--- src/rtl/cpu_pkg.sv ---
`default_nettype none
// +----------------------------------------------------------------------------+
// | Module   : cpu_pkg                                                          |
// | Brief    : Shared stack defaults and the pointer-width helper              |
// | Revision : 1.0                                                              |
// +----------------------------------------------------------------------------+
package cpu_pkg;

    localparam int STACK_DATA_W = 8;
    localparam int STACK_DEPTH  = 8;

    // The pointer needs one extra bit so it can represent a completely full stack.
    function automatic int ptr_w(input int depth);
        return $clog2(depth) + 1;
    endfunction

endpackage
`default_nettype wire

--- src/rtl/stack_unit_if.sv ---
`default_nettype none
// +----------------------------------------------------------------------------+
// | Module   : stack_unit_if                                                    |
// | Brief    : Request and status bundle of the stack unit                     |
// | Revision : 1.0                                                              |
// +----------------------------------------------------------------------------+
interface stack_unit_if
    import cpu_pkg::*;
#(
    parameter int DATA_W = STACK_DATA_W,
    parameter int DEPTH  = STACK_DEPTH
);
    localparam int PTR_W = ptr_w(DEPTH);

    logic              push;
    logic              pop;
    logic              halt;
    logic              clr_err;
    logic [DATA_W-1:0] din;
    logic [DATA_W-1:0] dout;
    logic [PTR_W-1:0]  count;
    logic              empty;
    logic              full;
    logic              overflow;
    logic              underflow;

    modport master (
        output push, pop, halt, clr_err, din,
        input  dout, count, empty, full, overflow, underflow
    );

    modport slave (
        input  push, pop, halt, clr_err, din,
        output dout, count, empty, full, overflow, underflow
    );

endinterface
`default_nettype wire

--- src/rtl/stack_mem.sv ---
`default_nettype none
// +----------------------------------------------------------------------------+
// | Module   : stack_mem                                                        |
// | Brief    : DEPTH x DATA_W register array, sync write, async read, no reset |
// | Revision : 1.0                                                              |
// +----------------------------------------------------------------------------+
module stack_mem #(
    parameter int DATA_W = 8,
    parameter int DEPTH  = 8,
    parameter int AW     = $clog2(DEPTH)
) (
    input  wire logic              clk,
    input  wire logic              we,
    input  wire logic [AW-1:0]     waddr,
    input  wire logic [DATA_W-1:0] wdata,
    input  wire logic [AW-1:0]     raddr,
    output logic      [DATA_W-1:0] rdata
);

    logic [DATA_W-1:0] mem [DEPTH];

    always_ff @(posedge clk) begin
        if (we) begin
            mem[waddr] <= wdata;
        end
    end

    assign rdata = mem[raddr];

endmodule
`default_nettype wire

--- src/rtl/stack_unit.sv ---
`default_nettype none
// +----------------------------------------------------------------------------+
// | Module   : stack_unit                                                       |
// | Brief    : LIFO stack with saturating pointer and sticky error flags       |
// | Revision : 1.0                                                              |
// +----------------------------------------------------------------------------+
module stack_unit
    import cpu_pkg::*;
#(
    parameter int DATA_W = STACK_DATA_W,
    parameter int DEPTH  = STACK_DEPTH
) (
    input  wire logic  clk,
    input  wire logic  rst,
    stack_unit_if.slave bus
);

    localparam int PTR_W = ptr_w(DEPTH);
    localparam int AW    = $clog2(DEPTH);

    logic [PTR_W-1:0]  ptr;
    logic [PTR_W-1:0]  ptr_nxt;
    logic              ovf;
    logic              ovf_nxt;
    logic              unf;
    logic              unf_nxt;
    logic              is_empty;
    logic              is_full;
    logic              wr_en;
    logic [AW-1:0]     wr_addr;
    logic [AW-1:0]     top_addr;
    logic [DATA_W-1:0] rd_data;

    assign is_empty = (ptr == '0);
    assign is_full  = (ptr == PTR_W'(DEPTH));
    assign top_addr = AW'(ptr - PTR_W'(1));

    always_comb begin
        ptr_nxt = ptr;
        ovf_nxt = ovf;
        unf_nxt = unf;
        wr_en   = 1'b0;
        wr_addr = AW'(ptr);
        if (!bus.halt) begin
            // Clear first so an error raised in the same cycle takes priority.
            if (bus.clr_err) begin
                ovf_nxt = 1'b0;
                unf_nxt = 1'b0;
            end
            unique case ({bus.push, bus.pop})
                2'b10: begin
                    if (is_full) begin
                        ovf_nxt = 1'b1;
                    end else begin
                        wr_en   = 1'b1;
                        ptr_nxt = ptr + PTR_W'(1);
                    end
                end
                2'b01: begin
                    if (is_empty) begin
                        unf_nxt = 1'b1;
                    end else begin
                        ptr_nxt = ptr - PTR_W'(1);
                    end
                end
                2'b11: begin
                    if (!is_empty) begin
                        wr_en   = 1'b1;
                        wr_addr = top_addr;
                    end
                end
                default: ;
            endcase
        end
    end

    always_ff @(posedge clk or posedge rst) begin
        if (rst) begin
            ptr <= '0;
            ovf <= 1'b0;
            unf <= 1'b0;
        end else begin
            ptr <= ptr_nxt;
            ovf <= ovf_nxt;
            unf <= unf_nxt;
        end
    end

    stack_mem #(
        .DATA_W (DATA_W),
        .DEPTH  (DEPTH)
    ) u_mem (
        .clk   (clk),
        .we    (wr_en),
        .waddr (wr_addr),
        .wdata (bus.din),
        .raddr (top_addr),
        .rdata (rd_data)
    );

    assign bus.dout      = is_empty ? '0 : rd_data;
    assign bus.count     = ptr;
    assign bus.empty     = is_empty;
    assign bus.full      = is_full;
    assign bus.overflow  = ovf;
    assign bus.underflow = unf;

endmodule
`default_nettype wire

--- src/flat_wrapper.sv ---
// flat-port wrapper written by rule: the top's interface ports become plain ports
module stack_unit_flat import cpu_pkg::*;
#(
    parameter int DATA_W = STACK_DATA_W,
    parameter int DEPTH  = STACK_DEPTH
)
  (clk, rst, bus_push, bus_pop, bus_halt, bus_clr_err, bus_din, bus_dout, bus_count, bus_empty, bus_full, bus_overflow, bus_underflow);
  stack_unit_if #(.DATA_W(DATA_W), .DEPTH(DEPTH)) bus_i ();
  input  wire logic clk;
  input  wire logic rst;
  input wire logic [$bits(bus_i.push)-1:0] bus_push;
  input wire logic [$bits(bus_i.pop)-1:0] bus_pop;
  input wire logic [$bits(bus_i.halt)-1:0] bus_halt;
  input wire logic [$bits(bus_i.clr_err)-1:0] bus_clr_err;
  input wire logic [$bits(bus_i.din)-1:0] bus_din;
  output wire logic [$bits(bus_i.dout)-1:0] bus_dout;
  output wire logic [$bits(bus_i.count)-1:0] bus_count;
  output wire logic [$bits(bus_i.empty)-1:0] bus_empty;
  output wire logic [$bits(bus_i.full)-1:0] bus_full;
  output wire logic [$bits(bus_i.overflow)-1:0] bus_overflow;
  output wire logic [$bits(bus_i.underflow)-1:0] bus_underflow;
  assign bus_i.push = bus_push;
  assign bus_i.pop = bus_pop;
  assign bus_i.halt = bus_halt;
  assign bus_i.clr_err = bus_clr_err;
  assign bus_i.din = bus_din;
  assign bus_dout = bus_i.dout;
  assign bus_count = bus_i.count;
  assign bus_empty = bus_i.empty;
  assign bus_full = bus_i.full;
  assign bus_overflow = bus_i.overflow;
  assign bus_underflow = bus_i.underflow;
  stack_unit #(.DATA_W(DATA_W), .DEPTH(DEPTH)) u_core (.clk(clk), .rst(rst), .bus(bus_i));
endmodule
--- config.mk ---
export PLATFORM = sky130hd
export DESIGN_NAME = stack_unit_flat
export DESIGN_NICKNAME = d
export VERILOG_FILES = /design/src/rtl/cpu_pkg.sv /design/src/rtl/stack_unit_if.sv /design/src/rtl/stack_mem.sv /design/src/rtl/stack_unit.sv /design/src/flat_wrapper.sv
export SDC_FILE = /design/constraint.sdc
export NUM_CORES = 1
export LEC_CHECK = 0
export BUFFER_PORTS_ARGS = -buffer_cell sky130_fd_sc_hd__buf_2
export CAP_MARGIN = 5
export CORE_ASPECT_RATIO = 0.9
export CORE_UTILIZATION = 45
export CTS_BUF_LIST = sky130_fd_sc_hd__clkbuf_16
export CTS_CLUSTER_DIAMETER = 40
export CTS_CLUSTER_SIZE = 28
export DETAILED_ROUTE_END_ITERATION = 10
export MAX_ROUTING_LAYER = met4
export SYNTH_ARGS = -nofsm -noshare
export SYNTH_HDL_FRONTEND = slang
export SYNTH_SLANG_ARGS = --single-unit
--- constraint.sdc ---
create_clock -name clk -period 4.1 [get_ports clk]
set_clock_uncertainty 0.05 [all_clocks]
set_input_delay 1.23 -clock clk [delete_from_list [all_inputs] [get_ports clk]]
set_output_delay 1.23 -clock clk [all_outputs]
set_load 0.01 [all_outputs]
==> results of run 1 <==
placed cells by master, fill, tap and decap left out, types with 3 or more instances in the layout:
master     count
edfxtp_1      64
buf_2         29
mux2_2        18
nor2b_1       17
nor4_1        12
buf_4         12
nor2_1        10
clkbuf_16      9
a211oi_1       8
o22ai_1        8
a2111oi_0      8
xnor2_1        6
dfrtp_1        6
inv_1          3
clkinv_1       3
mux2i_1        3
critical path: cells and delay by family (launching register included):
family                   cells  cell delay, ns
AO/OA/AOI/OAI                1            0.10
XOR/XNOR                     1            0.39
adder cells (fa/ha/maj)      1            0.38
buffers and inverters        2            0.39
flip-flops                   1            0.34
AND/OR/NAND/NOR              2            0.63
logic make-up after synthesis:
logic type,Yosys count
flops,70
simple gates,54
compound gates,31
mux,21
buf+inv,16
xor+xnor,7
fa+ha+maj,2
through the flow:
step,power [mW],utilization,hold WS [ns]
finish,2.91,0.554,0.444
global route,3.06,0.554,0.466
CTS,2.93,0.553,0.449
detailed placement,2.17,0.508,0.437
global placement,2.16,0.508,0.438
floorplan,1.78,-,0.483
metal layers:
layer	global-route usage	part of all wire	wire, um
met1	0.264	0.48	2950
met2	0.292	0.48	2960
met3	0.0465	0.028	171
met4	0.0790	0.013	83
met5	-	0	0
power by group through the flow:
stage	Clock, mW	Sequential [mW]	Combinational, mW
after global routing	0.786	0.909	1.37
after global placement	0	0.912	1.25
final	0.745	0.900	1.26
after floorplan	0	0.920	0.859
after detailed placement	0	0.914	1.25
after CTS	0.754	0.902	1.27
worst min path at each step:
stage	slack, ns	cells past startpoint	from	to
2_1_floorplan	0.48	1	u_core.bus.overflow$_DFFE_PP0N_	u_core.bus.overflow$_DFFE_PP0N_
3_3_place_gp	0.44	1	u_core.bus.underflow$_DFFE_PP0N_	u_core.bus.underflow$_DFFE_PP0N_
3_5_place_dp	0.44	1	u_core.bus.overflow$_DFFE_PP0N_	u_core.bus.overflow$_DFFE_PP0N_
4_1_cts	0.45	1	u_core.bus.overflow$_DFFE_PP0N_	u_core.bus.overflow$_DFFE_PP0N_
5_1_grt	0.47	1	u_core.bus.overflow$_DFFE_PP0N_	u_core.bus.overflow$_DFFE_PP0N_
6_report	0.44	1	u_core.bus.overflow$_DFFE_PP0N_	u_core.bus.overflow$_DFFE_PP0N_
cells in the mapped netlist, drive strengths merged:
cell type and count:
o22ai 8, a22o 2, nand4b 1, a2111oi 8, nor2 10, ha 2
nor3 1, nand3b 1, dfrtp 6, a31oi 2, inv 3, and3b 1
nor3b 2, and4 1, xnor2 7, a211oi 8, o21ai 2, nand2b 3
nor4 12, buf 9, a311oi 1, or2b 1, mux2 18, nor2b 17
clkbuf 3, edfxtp 64, mux2i 3, nand2 4, clkinv 1
registers in the layout (all words and copies together), names as in the netlist:
signal	cells
u_core.bus.count	4
u_core.bus.overflow	1
u_core.bus.underflow	1
u_core.u_mem.mem	64
final cells by class:
| type | instances | share of cell area |
|---|---|---|
| multi-input combinational | 115 | 0.249 |
| inverter | 4 | 0.00414 |
| timing repair buffer | 41 | 0.0649 |
| clock buffer | 9 | 0.0621 |
| tap | 90 | 0.0310 |
| sequential | 70 | 0.571 |
| clock inverter | 7 | 0.0176 |
==> impl_metrics.json, run 1 <==
{
  "post-synth-top-area-fraction": 0.632,
  "tightestPinTransition_ns": 0.758,
  "synth_top_family_by_area": "simple AND/OR/NAND/NOR gates",
  "p_sw_frac": 0.366,
  "start_util": 0.464,
  "finalCritPeriodShare": 0.939,
  "antennaDiodeCount": 0,
  "seq_area_um2": 2070,
  "worst_skew_pair.late_latency_ns": 0.32,
  "reg2reg_from": "u_core.bus.count[0]$_DFFE_PP0P_",
  "die_height_um": 80.0,
  "r2r_end": "u_core.u_mem.mem[1][6]$_DFFE_PP_",
  "fin_tns_setup_ns": 0,
  "grt_pass1_wl_um": 9520,
  "final_layout_size_suffix_gt1_frac": 0.325,
  "first_pass_iters": 7,
  "multi_input_area_um2": 903,
  "reg2reg_depth": 8,
  "synth-simple-area-share": 0.105,
  "final_cell_area_um2": 3630,
  "failed_checks": "design-rule violations",
  "die-area_um2": 7090,
  "synth_fa_ha_area_frac": 0.00823,
  "die_w_um": 88.6,
  "critPathKind": "reg -> out",
  "dpl-instance-area_um2": 3330,
  "max_freq_ghz": 0.260,
  "synth.avg_cell_area_um2": 15.1,
  "critPathLaunch": "u_core.bus.count[0]$_DFFE_PP0P_",
  "cpMaxStageDelayCell": "xnor2_2",
  "cts_resized": 1,
  "cts_tree": "done",
  "grt_max_degree": 40,
  "synth.largest_area_cell": "edfxtp_1",
  "yosysWarnings": 0,
  "fin_ws_ns": 0.249,
  "core_area_um2": 6550,
  "synth_compound_area_frac": 0.0823,
  "clk_pin_slew_ns": 0.05,
  "vdd_ir_drop_max_mv": 0.436,
  "p_comb_frac": 0.434,
  "maxSlewHeadroom": 0.493,
  "ys_types": 33,
  "synth_seq_area_share": 0.682,
  "status": "finished, violations left",
  "ant_nets": 0,
  "fin_nets": 257,
  "clockBufferDepth": 2,
  "synthMuxAreaShare": 0.0766,
  "pwr-share-seq": 0.310,
  "cp.required_ns": 2.82,
  "power.switching_mw": 1.06,
  "placed_cells": 320,
  "crit_end": "bus_dout[6]",
  "grt_usage": 0.198,
  "wl_per_cell_um": 18.3,
  "worst_ep_arrival_time_ns": 2.57,
  "pre_cts_ws_ns": 0.275,
  "antenna_found_initial": 0,
  "worstPathMaxFanout": 8,
  "synth_cells": 201,
  "syn_to_final_growth_pct": 19.3,
  "rows": 28,
  "p_leak_nw": 1.26,
  "drv_cap": 0,
  "rsz0062_at_grt": "no",
  "setup_viol": 0,
  "rrSetupSlack_ns": 1.31,
  "cts-htree-levels": 3,
  "wirelength_um": 6160,
  "cts_setup_buffers": 0,
  "grt_overflow": 0,
  "route.detailed.drc": 1,
  "startpoint_type": "flop",
  "slowest_delay_ns": 0.39,
  "syn_nets": 217,
  "intPower_mw": 1.84,
  "cts_hold_buf": 0,
  "synthXorXnorAreaFrac": 0.0202,
  "netlist_area_um2": 3040,
  "cts_root_buf": "clkbuf_16",
  "final_cells": 336,
  "p_per_area_nw_per_um2": 801,
  "dp_hpwl_um": 4130,
  "slew_viol_final": 0,
  "fin_crit_ns": 3.85,
  "synth-seq-cells": 70,
  "clock_sinks": 70,
  "io_pins": 30,
  "finalHoldViolCount": 0,
  "routabilityCongestion": 0.763,
  "end_kind": "primary output",
  "fill_cells": 570,
  "drt_iter0_markers": 141,
  "clockPowerShare": 0.257,
  "min_path_type": "reg -> reg",
  "cts-buffers-inserted": 9,
  "portBuffers": 29,
  "crit_chain": "clkinv_1 -> ha_1 -> xnor2_2 -> nand2b_2 -> o22ai_1 -> nor4_1 -> buf_2",
  "synth_area_leaders": "edfxtp_1 63%, mux2_2 6.7%, dfrtp_1 4.9%, nor2b_1 3.5%, nor4_1 2.5%",
  "via_count": 1808,
  "vias_per_cell": 5.38,
  "grt_pass1_vias": 1771
}
(Power assumes the default switching activity.)
==> inputs of run 2 (changes only) <==
CORE_ASPECT_RATIO = 1.1   (was 0.9)
TNS_END_PERCENT = 50   (was default)
==> run 2 against run 1 <==
  * The flow now finishes without violations
  * Worst hold slack better by 0.015 ns
  * Register-to-register slack gained 0.08 ns
  * Maximum frequency increased by 0.25%
  * Sequential share of layout area rose by 0.56 points
  * Clock-buffer cell count did not move
  * Wire length is 1.6% higher
  * Die area about the same
  * Global-route usage rose by 0.17 points
  * Final cell count shrank 2.1%
  * Sequential power rose by 1%
  * Via count rose by 1.1%
  * Sequential cell count did not move
  * Largest cell class unchanged
==> impl_metrics.json, run 2 (synthesis gave the netlist of run 1 again) <==
{
  "status": "finished clean",
  "worstPathMaxFanout": 8,
  "min-delay-start": "u_core.bus.underflow$_DFFE_PP0N_",
  "cp.required_ns": 2.82,
  "cts_root_buf": "clkbuf_16",
  "most-common-layout-cells": "64 x edfxtp_1, 29 x buf_2, 18 x mux2_2, 17 x nor2b_1, 13 x buf_4",
  "rows": 31,
  "p_leak_nw": 1.26,
  "finalCritPeriodShare": 0.937,
  "rsz0062_at_grt": "no",
  "cts_resized": 0,
  "highest_layer": "met4",
  "route.detailed.drc": 0,
  "grt_pass1_wl_um": 9510,
  "multi_input_area_um2": 901,
  "via_count": 1828,
  "setup_viol": 0,
  "vdd_ir_drop_max_mv": 0.459,
  "portBuffers": 29,
  "grt_max_degree": 27,
  "finalHoldViolCount": 0,
  "path_delay_family": "simple AND/OR/NAND/NOR gates",
  "die-area_um2": 7090,
  "crit_chain": "inv_1 -> ha_1 -> xnor2_2 -> nand2b_1 -> o22ai_1 -> nor4_1 -> buf_2",
  "tightestPinTransition_ns": 0.754,
  "worst_skew_pair.late_latency_ns": 0.32,
  "critPathLaunch": "u_core.bus.count[1]$_DFFE_PP0P_",
  "cts-buffers-inserted": 9,
  "ant_nets": 0,
  "cpMaxStageDelayCell": "dfrtp_1",
  "cts_hold_buf": 0,
  "regMostFlops": "u_core.u_mem.mem",
  "syn_to_final_growth_pct": 18.2,
  "fin_ws_ns": 0.259,
  "vias_per_cell": 5.56,
  "drv_cap": 0,
  "path_buf_inv": 2,
  "wl_per_cell_um": 19.0,
  "antennaDiodeCount": 0,
  "maxSlewHeadroom": 0.496,
  "wl_met1_um": 2840,
  "io_pins": 30,
  "first_pass_iters": 4,
  "cts-htree-levels": 3,
  "grt_usage": 0.199,
  "reg2reg_from": "u_core.bus.count[1]$_DFFE_PP0P_",
  "slew_viol_final": 0,
  "core_area_um2": 6560,
  "antenna_found_initial": 0,
  "final_layout_size_suffix_gt1_frac": 0.320,
  "cts_tree": "done",
  "max_freq_ghz": 0.260,
  "startpoint_type": "flop",
  "fin_hold_ws_ns": 0.459,
  "fin_nets": 258,
  "p_per_area_nw_per_um2": 790,
  "grt_pass1_vias": 1735,
  "dp_hpwl_um": 3910,
  "wirelength_um": 6260,
  "final_common_cell": "edfxtp_1",
  "routabilityCongestion": 0.800,
  "min_path_type": "reg -> reg",
  "die_w_um": 80.4,
  "end_kind": "primary output",
  "slowest_delay_ns": 0.47,
  "drt_iter0_markers": 121,
  "start_util": 0.464,
  "worst_ep_arrival_time_ns": 2.56,
  "pre_cts_ws_ns": 0.367,
  "route.met2.wl_um": 3000,
  "clockBufferDepth": 2,
  "cts_setup_buffers": 0,
  "fill_cells": 543,
  "fin_tns_setup_ns": 0,
  "die_height_um": 88.2,
  "seq_area_um2": 2070,
  "critPathKind": "reg -> out",
  "fin_crit_ns": 3.84,
  "grt_overflow": 0,
  "dr_wl_met3_um": 339,
  "clk_pin_slew_ns": 0.05,
  "clock_sinks": 70,
  "largest_reg_flops": 64
}
## run 2: worst paths after layout
| path | endpoint | slack, ns | cells past startpoint |
|---|---|---|---|
| worst max register to register | u_core.u_mem.mem[5][0]$_DFFE_PP_ | 1.39 | 7 |
| worst min register to register | u_core.bus.underflow$_DFFE_PP0N_ | 0.46 | 1 |
| worst min-delay path | u_core.bus.underflow$_DFFE_PP0N_ | 0.46 | 1 |
| min in group asynchronous | u_core.bus.underflow$_DFFE_PP0N_ | 0.77 | 2 |
| worst max-delay path | bus_dout[4] | 0.26 | 7 |
| max in group asynchronous | u_core.bus.count[0]$_DFFE_PP0P_ | 3.02 | 2 |
## run 2: power breakdown
group	internal, mW	switching, mW	leakage, nW
logic	0.527	0.738	0.474
registers	0.860	0.0508	0.653
clock network	0.398	0.265	0.135
## run 2: metal layers
metal | GRT usage | up-vias
met3 | 0.0406 | 6
met1 | 0.274 | 893
li1 | - | 868
met2 | 0.292 | 61
met5 | - | -
met4 | 0.0747 | 0
## run 2: area by class of cell
cell class	count	share of cell area
clock buffers	9	0.0627
inverters	4	0.00418
flip-flops and latches	70	0.577
multi-input cells	115	0.251
well taps	82	0.0286
clock inverters	7	0.00940
repair buffers	42	0.0676
## run 2: stage by stage
stage                     power [mW]  instance area (um^2)   util  instances
after floorplan                 1.78                  3040      -        201
after global placement          2.18                  3330  0.507        313
after detailed placement        2.19                  3330  0.507        313
after CTS                       2.86                  3580  0.547        329
after global routing            3.00                  3590  0.548        329
final                           2.84                  3590  0.548        329
